<file path="config.mk">
export PLATFORM = sky130hd
export DESIGN_NAME = div12_arbiter
export DESIGN_NICKNAME = d
export VERILOG_FILES = /design/src/rtl/div12_pkg.sv /design/src/rtl/div_by_12.sv /design/src/rtl/rr_arbiter.sv /design/src/rtl/div12_arbiter.sv
export SDC_FILE = /design/constraint.sdc
export NUM_CORES = 1
export LEC_CHECK = 0
export ABC_AREA = 0
export BUFFER_PORTS_ARGS = -buffer_cell sky130_fd_sc_hd__buf_2
export CAP_MARGIN = 15
export CORE_ASPECT_RATIO = 1.2
export CORE_UTILIZATION = 35
export DETAILED_ROUTE_END_ITERATION = 10
export PLACE_DENSITY = 0.62
export RECOVER_POWER = 50
export SLEW_MARGIN = 20
export SYNTH_ARGS = -nofsm -noshare
export SYNTH_HDL_FRONTEND = slang
export SYNTH_SLANG_ARGS = --single-unit
</file>
<file path="constraint.sdc">
create_clock -name clk -period 9.5 [get_ports clk]
set_input_delay 1.9 -clock clk [delete_from_list [all_inputs] [get_ports clk]]
set_output_delay 1.9 -clock clk [all_outputs]
set_load 0.05 [all_outputs]
</file>
<file path="src/rtl/div12_pkg.sv">
// Shared constants and response type for the divide-by-12 arbiter slice.
package div12_pkg;
    localparam int NUMER_W = 6;
    localparam int QUOT_W  = 3;
    localparam int REM_W   = 4;
    localparam int DIVISOR = 12;

    typedef struct packed {
        logic [QUOT_W-1:0] quotient;
        logic [REM_W-1:0]  remain;
    } div12_rsp_t;
endpackage

</file>
<file path="src/rtl/div_by_12.sv">
// Combinational divide-by-12 of a 6-bit numerator into (quotient, remainder).
module div_by_12
    import div12_pkg::*;
(
    input  logic [NUMER_W-1:0] numer,
    output div12_rsp_t         rsp
);
    // 63/12 = 5 and x%12 < 12, so truncating to QUOT_W/REM_W loses nothing.
    assign rsp.quotient = QUOT_W'(numer / NUMER_W'(DIVISOR));
    assign rsp.remain   = REM_W'(numer % NUMER_W'(DIVISOR));
endmodule

</file>
<file path="src/rtl/rr_arbiter.sv">
// Combinational round-robin grant: first set request at or above ptr, wrapping.
module rr_arbiter #(
    parameter int NUM_REQ = 4,
    parameter int ID_W    = $clog2(NUM_REQ)
) (
    input  logic [NUM_REQ-1:0] req,
    input  logic [ID_W-1:0]    ptr,
    input  logic               en,
    output logic [NUM_REQ-1:0] gnt,
    output logic [ID_W-1:0]    idx,
    output logic               any
);
    int j;

    always_comb begin
        gnt = '0;
        idx = '0;
        any = 1'b0;
        j   = 0;
        if (en) begin
            for (int k = 0; k < NUM_REQ; k++) begin
                j = int'(ptr) + k;
                if (j >= NUM_REQ) j = j - NUM_REQ;
                if (!any && req[j]) begin
                    any    = 1'b1;
                    gnt[j] = 1'b1;
                    idx    = ID_W'(j);
                end
            end
        end
    end
endmodule

</file>
<file path="src/rtl/div12_arbiter.sv">
// Round-robin sharing of one div_by_12 among NUM_REQ requesters with a one-entry
// response register. Optional counters via DIV12_ARB_STATS_EN.
module div12_arbiter
    import div12_pkg::*;
#(
    parameter int NUM_REQ = 4,
    parameter int ID_W    = $clog2(NUM_REQ)
) (
    input  logic                       clk,
    input  logic                       rst_n,
    input  logic [NUM_REQ-1:0]         req_valid,
    input  logic [NUM_REQ*NUMER_W-1:0] req_numer,
    output logic [NUM_REQ-1:0]         req_ready,
    output logic                       rsp_valid,
    input  logic                       rsp_ready,
    output logic [ID_W-1:0]            rsp_id,
    output logic [QUOT_W-1:0]          rsp_quotient,
    output logic [REM_W-1:0]           rsp_remain
`ifdef DIV12_ARB_STATS_EN
    ,
    output logic [15:0]                stat_grants,
    output logic [15:0]                stat_stalls
`endif
);
    typedef enum logic {EMPTY, FULL} state_t;

    state_t            state_q, state_d;
    logic [ID_W-1:0]   rr_ptr_q, rr_ptr_d;
    logic [ID_W-1:0]   rsp_id_q, rsp_id_d;
    div12_rsp_t        rsp_q, rsp_d;

    logic              slot_avail;
    logic              arb_en;
    logic              accept;
    logic [ID_W-1:0]   gnt_idx;
    logic [NUMER_W-1:0] sel_numer;
    div12_rsp_t        div_rsp;

    // A full slot still accepts when the consumer drains it this cycle.
    assign slot_avail = (state_q == EMPTY) || rsp_ready;
    assign arb_en     = slot_avail && rst_n;

    rr_arbiter #(.NUM_REQ(NUM_REQ), .ID_W(ID_W)) u_arb (
        .req (req_valid),
        .ptr (rr_ptr_q),
        .en  (arb_en),
        .gnt (req_ready),
        .idx (gnt_idx),
        .any (accept)
    );

    assign sel_numer = req_numer[gnt_idx*NUMER_W +: NUMER_W];

    div_by_12 u_div (
        .numer (sel_numer),
        .rsp   (div_rsp)
    );

    always_comb begin
        state_d  = state_q;
        rr_ptr_d = rr_ptr_q;
        rsp_id_d = rsp_id_q;
        rsp_d    = rsp_q;
        if (accept) begin
            state_d  = FULL;
            rsp_d    = div_rsp;
            rsp_id_d = gnt_idx;
            rr_ptr_d = (gnt_idx == ID_W'(NUM_REQ-1)) ? '0 : gnt_idx + 1'b1;
        end else if (state_q == FULL && rsp_ready) begin
            state_d = EMPTY;
        end
    end

    always_ff @(posedge clk) begin
        if (!rst_n) begin
            state_q  <= EMPTY;
            rr_ptr_q <= '0;
            rsp_id_q <= '0;
            rsp_q    <= '0;
        end else begin
            state_q  <= state_d;
            rr_ptr_q <= rr_ptr_d;
            rsp_id_q <= rsp_id_d;
            rsp_q    <= rsp_d;
        end
    end

    assign rsp_valid    = (state_q == FULL);
    assign rsp_id       = rsp_id_q;
    assign rsp_quotient = rsp_q.quotient;
    assign rsp_remain   = rsp_q.remain;

`ifdef DIV12_ARB_STATS_EN
    logic [15:0] stat_grants_q, stat_grants_d;
    logic [15:0] stat_stalls_q, stat_stalls_d;
    logic        stall;

    assign stall = (state_q == FULL) && !rsp_ready && (|req_valid);

    always_comb begin
        stat_grants_d = stat_grants_q;
        stat_stalls_d = stat_stalls_q;
        if (accept && stat_grants_q != 16'hFFFF) stat_grants_d = stat_grants_q + 16'd1;
        if (stall && stat_stalls_q != 16'hFFFF) stat_stalls_d = stat_stalls_q + 16'd1;
    end

    always_ff @(posedge clk) begin
        if (!rst_n) begin
            stat_grants_q <= '0;
            stat_stalls_q <= '0;
        end else begin
            stat_grants_q <= stat_grants_d;
            stat_stalls_q <= stat_stalls_d;
        end
    end

    assign stat_grants = stat_grants_q;
    assign stat_stalls = stat_stalls_q;
`endif
endmodule

</file>
==> summary.txt <==
Routing
  • Drt via density: 5.361
  • DRC: 0
  • Initial detailed-routing violation count: 113
  • ANT nets after route: 0
  • Routed via count: 1426
  • Top sig layer: met4
  • Drt wl/cell: 12.77 µm
  • Routed wire length: 3397 µm
  • DRT Pass-1 Iters: 4
  • Wl on met1: 1507 µm
  • Met3 Wirelength: 112 µm
  • Metal2 WL: 1771 µm

Finish
  • Final instance area: 0.001604 mm²
  • Most frequent cells in the layout: buf_2 (33), nand2_1 (21), nor2_1 (20)
  • Area grow syn2layout: 12.65%
  • Commonest non-fill, non-tap cell in the layout: buf_2
  • ANT cells: 0
  • Ratio of cells with drive above 1 in the final layout: 0.2877
  • Final nets: 249
  • Fillers: 452
  • Non-filler cells, final: 266

Logic synthesis
  • Synth Flop Type: dfxtp_1
  • Synth warnings: 0
  • Async set-reset flop share out of synthesis: 0
  • Register area share after synthesis: 0.1687
  • Yosys reg bits: 12
  • Synth unique cells: 51
  • EDFF count, synth: 0
  • Synthesized Nets: 213
  • Mapped cell area: 0.001424 mm²
  • Post-Synthesis Cells: 178
  • Avg Cell Area, Syn: 7.999 µm²

Clocking
  • CTS tree: built
  • Post-CTS Resized: 0
  • CTS Buffer Depth: 2
  • Root Buffer: clkbuf_8
  • Worst-path clk slew: 0.05 ns
  • Max H-tree Level: 1
  • Clk sinks: 12
  • TritonCTS buffer count: 3
  • Post-CTS setup repair buffer count: 0
  • Hold_buf cts: 0
  • Clock Latency Late Sink: 0.24 ns

Critical path
  • CP cell instances: clkbuf_1, mux4_1, nor2b_1, a22oi_1, nor2_1, a221oi_1, nor2_1, buf_2
  • CP max FO: 14
  • Crit path buf inv count: 2
  • Crit Path Class: primary input to output port
  • Startpoint Class: primary input
  • Crit-path slowest cell: mux4_1
  • Crit path largest cell delay: 0.67 ns
  • Critical path's top delay family: multiplexers
  • CP dominant cell by count: nor2_1
  • CP Capture Type: output port
  • Worst endpoint required time: 7.60 ns
  • Setup slack, reg-to-reg: 4.69 ns
  • CP arrival: 3.79 ns

Timing
  • FMAX: 175.6 MHz
  • Final hold viol count: 0
  • Least-Margin Pin Slew: 1.310 ns
  • Fin crit period: 5.694 ns
  • Fin crit share: 0.5994
  • Final setup violation count: 0
  • Final Skew: 0.0007543 ns
  • Slew headroom: 0.1177
  • Final worst slack: 3.806 ns
  • Setup tns final: 0 ns
  • Slew Viols, Final: 0
  • RSZ-0062 raised after global routing: no

Die
  • Initial Util: 0.3642
  • Die Wd: 60.23 µm
  • FP Rows: 25
  • Die Height: 71.87 µm
  • Ports: 45
  • Core area: 0.003910 mm²
  • Area of the die: 0.004328 mm²

Placed design
  • Placed cell area: 0.001592 mm²
  • Placed Cells: 263
  • Hpwl dp: 2563 µm
  • Buffers on Ports: 44
  • Pre-CTS setup slack: 3.931 ns
  • Routability cong.: 0.7797

Pwr
  • Power Dens Cells: 214.8 mW/mm²
  • Power Total: 0.0003446 W
  • Maximum VDD drop: 114.1 µV
  • Leakage power: 0.7032 nW

Global routing
  • Vias in the first global route: 1277
  • Global-route wire length before repair: 5775 µm
  • Largest net degree at the start of global routing: 21
  • GR Util All Layers: 0.1693
  • Antenna violations before repair: 0
  • Gr ovfl total: 0

Outcome
  • Status: complete, no violations

Worst hold path
  • Hold/Removal Path Class: register to register

Run
  • Maxcap violations: 0
metal layers:
layer  global-route usage  vias up
met1               0.2235      656
met5                    0        -
met2               0.2906       27
met4              0.02326        0
met3              0.02708        2
li1                     -      741
flip-flops by register name (all words and copies together), names as in the netlist:
| signal | flops |
|---|---|
| rsp_remain | 4 |
| rsp_id | 2 |
| rsp_valid | 1 |
| rr_ptr_q | 2 |
| rsp_quotient | 3 |
worst paths after layout:
kind,from,endpoint,cells after the start
max,req_valid[0],req_ready[1],8
min,rsp_id[1]$_SDFFE_PN0P_,rsp_id[1]$_SDFFE_PN0P_,2
max reg2reg,rr_ptr_q[0]$_SDFFE_PN0P_,rsp_remain[3]$_SDFFE_PN0P_,11
min reg2reg,rsp_id[1]$_SDFFE_PN0P_,rsp_id[1]$_SDFFE_PN0P_,2
synthesized netlist by cell type, types with 4 or more instances:
library cell / n / area share
nor3_1: 4 / 0.014
nand3_1: 8 / 0.028
inv_1: 5 / 0.013
nand2_1: 21 / 0.055
a211oi_2: 4 / 0.035
o211a_1: 6 / 0.042
a21oi_1: 9 / 0.032
dfxtp_1: 12 / 0.17
nor2_1: 20 / 0.053
buf_6: 4 / 0.032
ha_1: 4 / 0.035
o21ai_0: 8 / 0.028
or2_2: 4 / 0.018
buf_2: 4 / 0.014
a221oi_1: 4 / 0.025
a22oi_1: 5 / 0.026
through the flow:
stage / hold WS (ns) / util
floorplan: 0.6729 / -
global placement: 0.4373 / 0.4070
detailed placement: 0.4441 / 0.4070
CTS: 0.4507 / 0.4176
global route: 0.4738 / 0.4102
finish: 0.4514 / 0.4102
logic make-up (layout without fill, tap and decap cells):
kind of cell | after synthesis | in the layout | share of synthesized area
flops | 12 | 12 | 0.1687
simple gates | 74 | 74 | 0.2627
mux | 7 | 7 | 0.07997
buf+inv | 18 | 52 | 0.09754
fa+ha+maj | 4 | 4 | 0.03515
compound gates | 63 | 63 | 0.3559
worst register-to-register path: cells and delay by family, from the launching register on:
kind	cells	cell delay, ns
buffers and inverters	1	0.22
AND/OR/NAND/NOR	1	0.34
adder cells (fa/ha/maj)	1	0.58
AO/OA/AOI/OAI	6	1.98
flip-flops	1	0.76
multiplexers	2	0.87
final cells by class:
| type | instances | area [µm²] | area share |
|---|---|---|---|
| flip-flops and latches | 12 | 240.2 | 0.1498 |
| multi-input cells | 148 | 1030 | 0.6420 |
| clock buffers | 3 | 41.29 | 0.02574 |
| well taps | 54 | 67.56 | 0.04212 |
| repair buffers | 44 | 206.4 | 0.1287 |
| inverters | 5 | 18.77 | 0.01170 |
where the power goes:
group / internal [W] / switching, W / total, W
Combinational: 0.0000779 / 0.000145 / 0.000223
Clock: 0.0000278 / 0.0000175 / 0.0000454
Sequential: 0.0000628 / 0.0000136 / 0.0000764
No activity file was read; power rests on OpenSTA's default activity.
